--- config.mk ---
export PLATFORM = sky130hd
export DESIGN_NAME = iir_biquad_sequencer
export DESIGN_NICKNAME = d
export VERILOG_FILES = /design/src/rtl/iir_biquad_sequencer.sv
export SDC_FILE = /design/constraint.sdc
export NUM_CORES = 2
export LEC_CHECK = 0
export CAP_MARGIN = 5
export CORE_ASPECT_RATIO = 1.2
export CORE_UTILIZATION = 50
export CTS_CLUSTER_SIZE = 30
export DETAILED_ROUTE_END_ITERATION = 8
export GPL_TIMING_DRIVEN = 0
export PLACE_DENSITY = 0.71
export SYNTH_ARGS = -nofsm -noshare
export SYNTH_HDL_FRONTEND = slang
export SYNTH_SLANG_ARGS = --single-unit
--- constraint.sdc ---
create_clock -name clk -period 23 [get_ports clk]
set_input_delay 2.3 -clock clk [delete_from_list [all_inputs] [get_ports clk]]
set_output_delay 2.3 -clock clk [all_outputs]
set_load 0.01 [all_outputs]
--- src/rtl/iir_biquad_sequencer.sv ---
// iir_biquad_sequencer: NSEC cascaded biquads time-shared on one multiplier, 6 cycles per section.
// Define IIR_SEQ_SATURATE_EN to clamp each section result (and report sat); otherwise results wrap.
module iir_biquad_sequencer #(
  parameter int N    = 16,
  parameter int NSEC = 4,
  parameter int FRAC = 14
) (
  input  logic                clk,
  input  logic                rst,
  input  logic                in_valid,
  output logic                in_ready,
  input  logic signed [N-1:0] X,
  input  logic                coef_we,
  input  logic [4:0]          coef_addr,
  input  logic signed [N-1:0] coef_wdata,
  output logic                coef_err,
  output logic                out_valid,
  output logic signed [N-1:0] Y,
  output logic                sat
);
  localparam int NC = 5 * NSEC;
  localparam int AW = 2 * N + 4;
  localparam int SW = NSEC > 1 ? $clog2(NSEC) : 1;
  localparam logic signed [N-1:0] ONE = N'(1 << FRAC);
  typedef enum logic [1:0] {IDLE, MAC, UPD, DONE} state_t;
  state_t state, nstate;
  logic signed [N-1:0] coef [NC];
  logic signed [N-1:0] x1 [NSEC];
  logic signed [N-1:0] x2 [NSEC];
  logic signed [N-1:0] y1 [NSEC];
  logic signed [N-1:0] y2 [NSEC];
  logic signed [N-1:0] xc, opd, res;
  logic signed [2*N-1:0] prod;
  logic signed [AW-1:0] acc, pext;
  logic [SW-1:0] s;
  logic [2:0] k;
  logic [4:0] idx;
  logic clip, sat_acc, wr_ok;
`ifdef IIR_SEQ_SATURATE_EN
  localparam logic signed [AW-1:0] MAXV = AW'((1 << (N - 1)) - 1);
  localparam logic signed [AW-1:0] MINV = ~MAXV;
  logic signed [AW-1:0] sh;
`endif
  always_comb begin
    nstate = state;
    nstate = state == IDLE ? (in_valid ? MAC : IDLE)
           : state == MAC  ? (k == 3'd4 ? UPD : MAC)
           : state == UPD  ? (s == SW'(NSEC - 1) ? DONE : MAC)
           : IDLE;
    in_ready = state == IDLE;
    wr_ok = coef_we && state == IDLE && int'(coef_addr) < NC;
    idx = 5'(int'(s) * 5 + int'(k));
    opd = k == 3'd0 ? xc : k == 3'd1 ? x1[s] : k == 3'd2 ? x2[s] : k == 3'd3 ? y1[s] : y2[s];
    prod = coef[idx] * opd;
    pext = AW'(prod);
`ifdef IIR_SEQ_SATURATE_EN
    sh = acc >>> FRAC;
    clip = sh > MAXV || sh < MINV;
    res = sh > MAXV ? MAXV[N-1:0] : sh < MINV ? MINV[N-1:0] : sh[N-1:0];
`else
    res = acc[FRAC +: N];
    clip = 1'b0;
`endif
  end
  always_ff @(posedge clk or posedge rst)
    if (rst) state <= IDLE;
    else state <= nstate;
  always_ff @(posedge clk or posedge rst) begin
    if (rst) begin
      for (int i = 0; i < NC; i++) coef[i] <= (i % 5 == 0) ? ONE : '0;
      for (int i = 0; i < NSEC; i++) begin
        x1[i] <= '0;
        x2[i] <= '0;
        y1[i] <= '0;
        y2[i] <= '0;
      end
      xc <= '0;
      acc <= '0;
      s <= '0;
      k <= '0;
      sat_acc <= 1'b0;
      Y <= '0;
      sat <= 1'b0;
      out_valid <= 1'b0;
      coef_err <= 1'b0;
    end else begin
      out_valid <= state == DONE;
      coef_err <= coef_we && !wr_ok;
      if (wr_ok) coef[coef_addr] <= coef_wdata;
      if (state == IDLE && in_valid) begin
        xc <= X;
        s <= '0;
        k <= '0;
        acc <= '0;
        sat_acc <= 1'b0;
      end
      // b1/b2 products (k=3,4) are subtracted
      if (state == MAC) begin
        acc <= k >= 3'd3 ? acc - pext : acc + pext;
        k <= k + 3'd1;
      end
      if (state == UPD) begin
        x2[s] <= x1[s];
        x1[s] <= xc;
        y2[s] <= y1[s];
        y1[s] <= res;
        xc <= res;
        acc <= '0;
        k <= '0;
        s <= s + 1'b1;
        sat_acc <= sat_acc | clip;
      end
      if (state == DONE) begin
        Y <= xc;
        sat <= sat_acc;
      end
    end
  end
endmodule

==> out/results.md <==
| Metric | This run |
|:---|:---|
| Global-route wire length before repair | 165.4 mm |
| Most area-hungry cell type in the Yosys netlist | dfrtp_1 |
| Cell with the most instances after synthesis | dfrtp_1 |
| Top_reg_cell synth | dfrtp_1 |
| Gpl congestion | 0.9389 |
| Per-cell via count in the routed design | 5.861 |
| Mean instance size in the synthesized netlist | 12.38 sq um |
| Pin count of the biggest net entering global routing | 129 |
| End of the critical path | acc[28] |
| RSZ-0062 raised after global routing | false |
| Layout cells sized above 1 | 27.47% |
| Required time of the worst setup path | 23.48 ns |
| Capturing point of the worst reg2reg path | acc[28] |
| Postcts setup bufs | 0 |
| Clock transition at the registers of the reported paths | 0.07 ns |
| Biggest area contributors in the synthesized netlist | dfrtp_1 39%, mux2_2 17%, fa_1 12% |
| Count of cells along the worst register-to-register path | 45 |
| Class of the tightest hold or removal check | register to register |
| Wirelength per Cell | 23.60 um |
| Most frequent cell on the critical path | fa_1 |
| Count of endpoints failing hold in the final timing report | 0 |
| Worst relative slew slack | 7.362% |
| 1st-pass router iterations | 6 |
| Maximum clock frequency | 0.07171 GHz |
| Crit Path Max Fanout | 10 |
| Vert. Die Dim | 315.1 um |
| Top cells by instance count after synthesis | 643 x dfrtp_1, 602 x mux2_2, 333 x inv_1 |
| Worst-Margin Slew | 1.390 ns |
| Area share of the leading cell type in the synthesized netlist | 39.39% |
| Number of cells on the critical path | 45 |
| Internal reg-to-reg setup slack | 9.06 ns |
| Clock tree from TritonCTS | yes |
| Final layout net count | 3840 |
| Hold buffers post-CTS | 0 |
| DRC errors left | 0 |
| Max-slew violation total from the final report | 0 |
| Endpoints failing setup | 0 |
| Worst setup path start | s[1] |
| Num CTS Buffers | 70 |
| Share of the core filled with cells in the final layout | 55.92% |
| Number of fill cells in the layout | 6729 |
| Fin Hold WS | 0.4816 ns |
| Period utilization | 60.63% |
| Io pins | 61 |
| Number of core rows | 114 |
| Post-Route Skew | 0.02704 ns |
| Distinct cell type count of the synthesized netlist | 92 |
| Category of the worst setup path launch point | register |
| Sequential element share of the synthesized area | 39.64% |
| Cell area after synthesis | 40850 sq um |
| Std-Cell Core Area | 80730 sq um |
| Type of the worst setup path | register to register |
| Crit path capture type | register |
| Clock Sink Count | 647 |
| Number of nets produced by synthesis | 3719 |
| Overflow after GRT | 0 |
| CP delay by family, top | adder cells |
| Synthesized flop and latch total | 647 |
| Yosys warnings | 0 |
| Initial drt markers | 1719 |
| Maximum capacitance violations | 0 |
| Run status | complete, no violations |
| Ant diodes | 0 |
| Post-DRT Antenna Nets | 0 |
| Number of buffers and inverters on the critical path | 11 |
| GRT Resource Usage Total | 26.36% |
| Max incr delay on CP | 0.88 ns |
| Clock insertion delay at the later pin of the skew report | 0.61 ns |
| Post-synth EDFFs | 0 |
| HPWL after DPL | 79.20 mm |
| Shortest period the worst path allows | 13.94 ns |
| Gate count after technology mapping | 3300 |
| Ys async rst share | 100.0% |
| Routed wire length | 106.6 mm |
| Post-CTS resize count | 0 |
| Area growth syn-to-layout | 10.50% |
| Initial antenna violation count | 0 |
| Startpoint of the most critical register-to-register path | s[1] |
| Critical Path AT | 14.42 ns |
| H-tree depth reported by CTS | 3 |
| Worst path slowest cell | a22oi_1 |
| Buffers on Ports | 43 |
| Die Footprint | 82860 sq um |
| Max Root-Sink Buffers | 3 |
| Clock Root Buffer | clkbuf_16 |
| Die outline width | 262.9 um |
| Total vias in the final route | 26474 |
| Effective utilization at floorplan | 50.60% |
| Number of global-route vias before repair | 28110 |
worst reg2reg max path: cells and delay by family, from the launching register on:
kind,cells,cell delay (ns)
fa+ha+maj,10,4.48
buf+inv,11,3.30
compound gates,9,2.40
simple gates,11,2.06
flops,1,0.70
xor+xnor,3,0.53
mux,1,0.37
registers in the layout, indices dropped and copies added (netlist names):
signal	cells
Y	16
y2	64
coef_err	1
out_valid	1
state	2
y1	64
s	2
x1	64
acc	30
k	3
xc	16
x2	64
coef	320
cell type report:
class | instances | area [sq um] | area share [%]
tap | 1044 | 1306 | 2.894
clock buffer | 99 | 2033 | 4.504
multi-input combinational | 2138 | 22660 | 50.19
inverter | 335 | 1265 | 2.802
buffer | 180 | 742.0 | 1.644
timing repair buffer | 49 | 575.6 | 1.275
clock inverter | 25 | 367.9 | 0.8149
sequential | 647 | 16200 | 35.88
layout by cell type (no fill, tap or decap), types with 72 or more instances in the layout:
master / count
nor2_1: 229
inv_1: 332
dfrtp_1: 643
a21oi_1: 72
clkbuf_1: 154
mux4_2: 146
clkbuf_16: 72
nand2_1: 148
ha_1: 128
mux2_2: 602
o21ai_0: 86
fa_1: 250
per-layer routing:
metal  track usage (%)  up-vias  wire length (um)
li1                  -    11586                 -
met1             31.66    13845             41420
met2             46.93      772             55280
met3             3.226      271              4523
met4             13.14        0              5364
met5                 0        -                 0
how the worst min path moves through the flow:
stage / start / end / slack [ns] / cells after the start
6_report: acc[0] / acc[0] / 0.48 / 2
5_1_grt: y2[1] / y2[1] / 0.50 / 1
4_1_cts: x2[47] / x2[47] / 0.49 / 2
3_5_place_dp: acc[0] / acc[0] / 0.47 / 2
3_3_place_gp: x2[63] / x2[63] / 0.46 / 2
2_1_floorplan: x2[31] / x2[31] / 0.44 / 2
cells by family (layout without fill, tap and decap cells):
logic type / Yosys count / after routing / synth area share (%)
fa+ha+maj: 378 / 378 / 16.17
compound gates: 309 / 309 / 4.983
simple gates: 560 / 560 / 6.410
other cells: 1 / 1 / 0.009180
mux: 807 / 807 / 26.09
buf+inv: 515 / 688 / 4.894
flops: 647 / 647 / 39.64
xor+xnor: 83 / 83 / 1.798
through the flow:
stage	cells	setup WS [ns]	cell area, sq um	TNS, ns
finish	4517	9.055	45140	0
global placement	4387	-5.299	42590	-3305.23
floorplan	3300	2.579	40850	0
detailed placement	4392	9.175	42730	0
CTS	4516	9.106	45130	0
global route	4517	8.505	45140	0
Power is not shown: default switching activity piles up to over one toggle a cycle in this logic, so the estimate is an artifact.
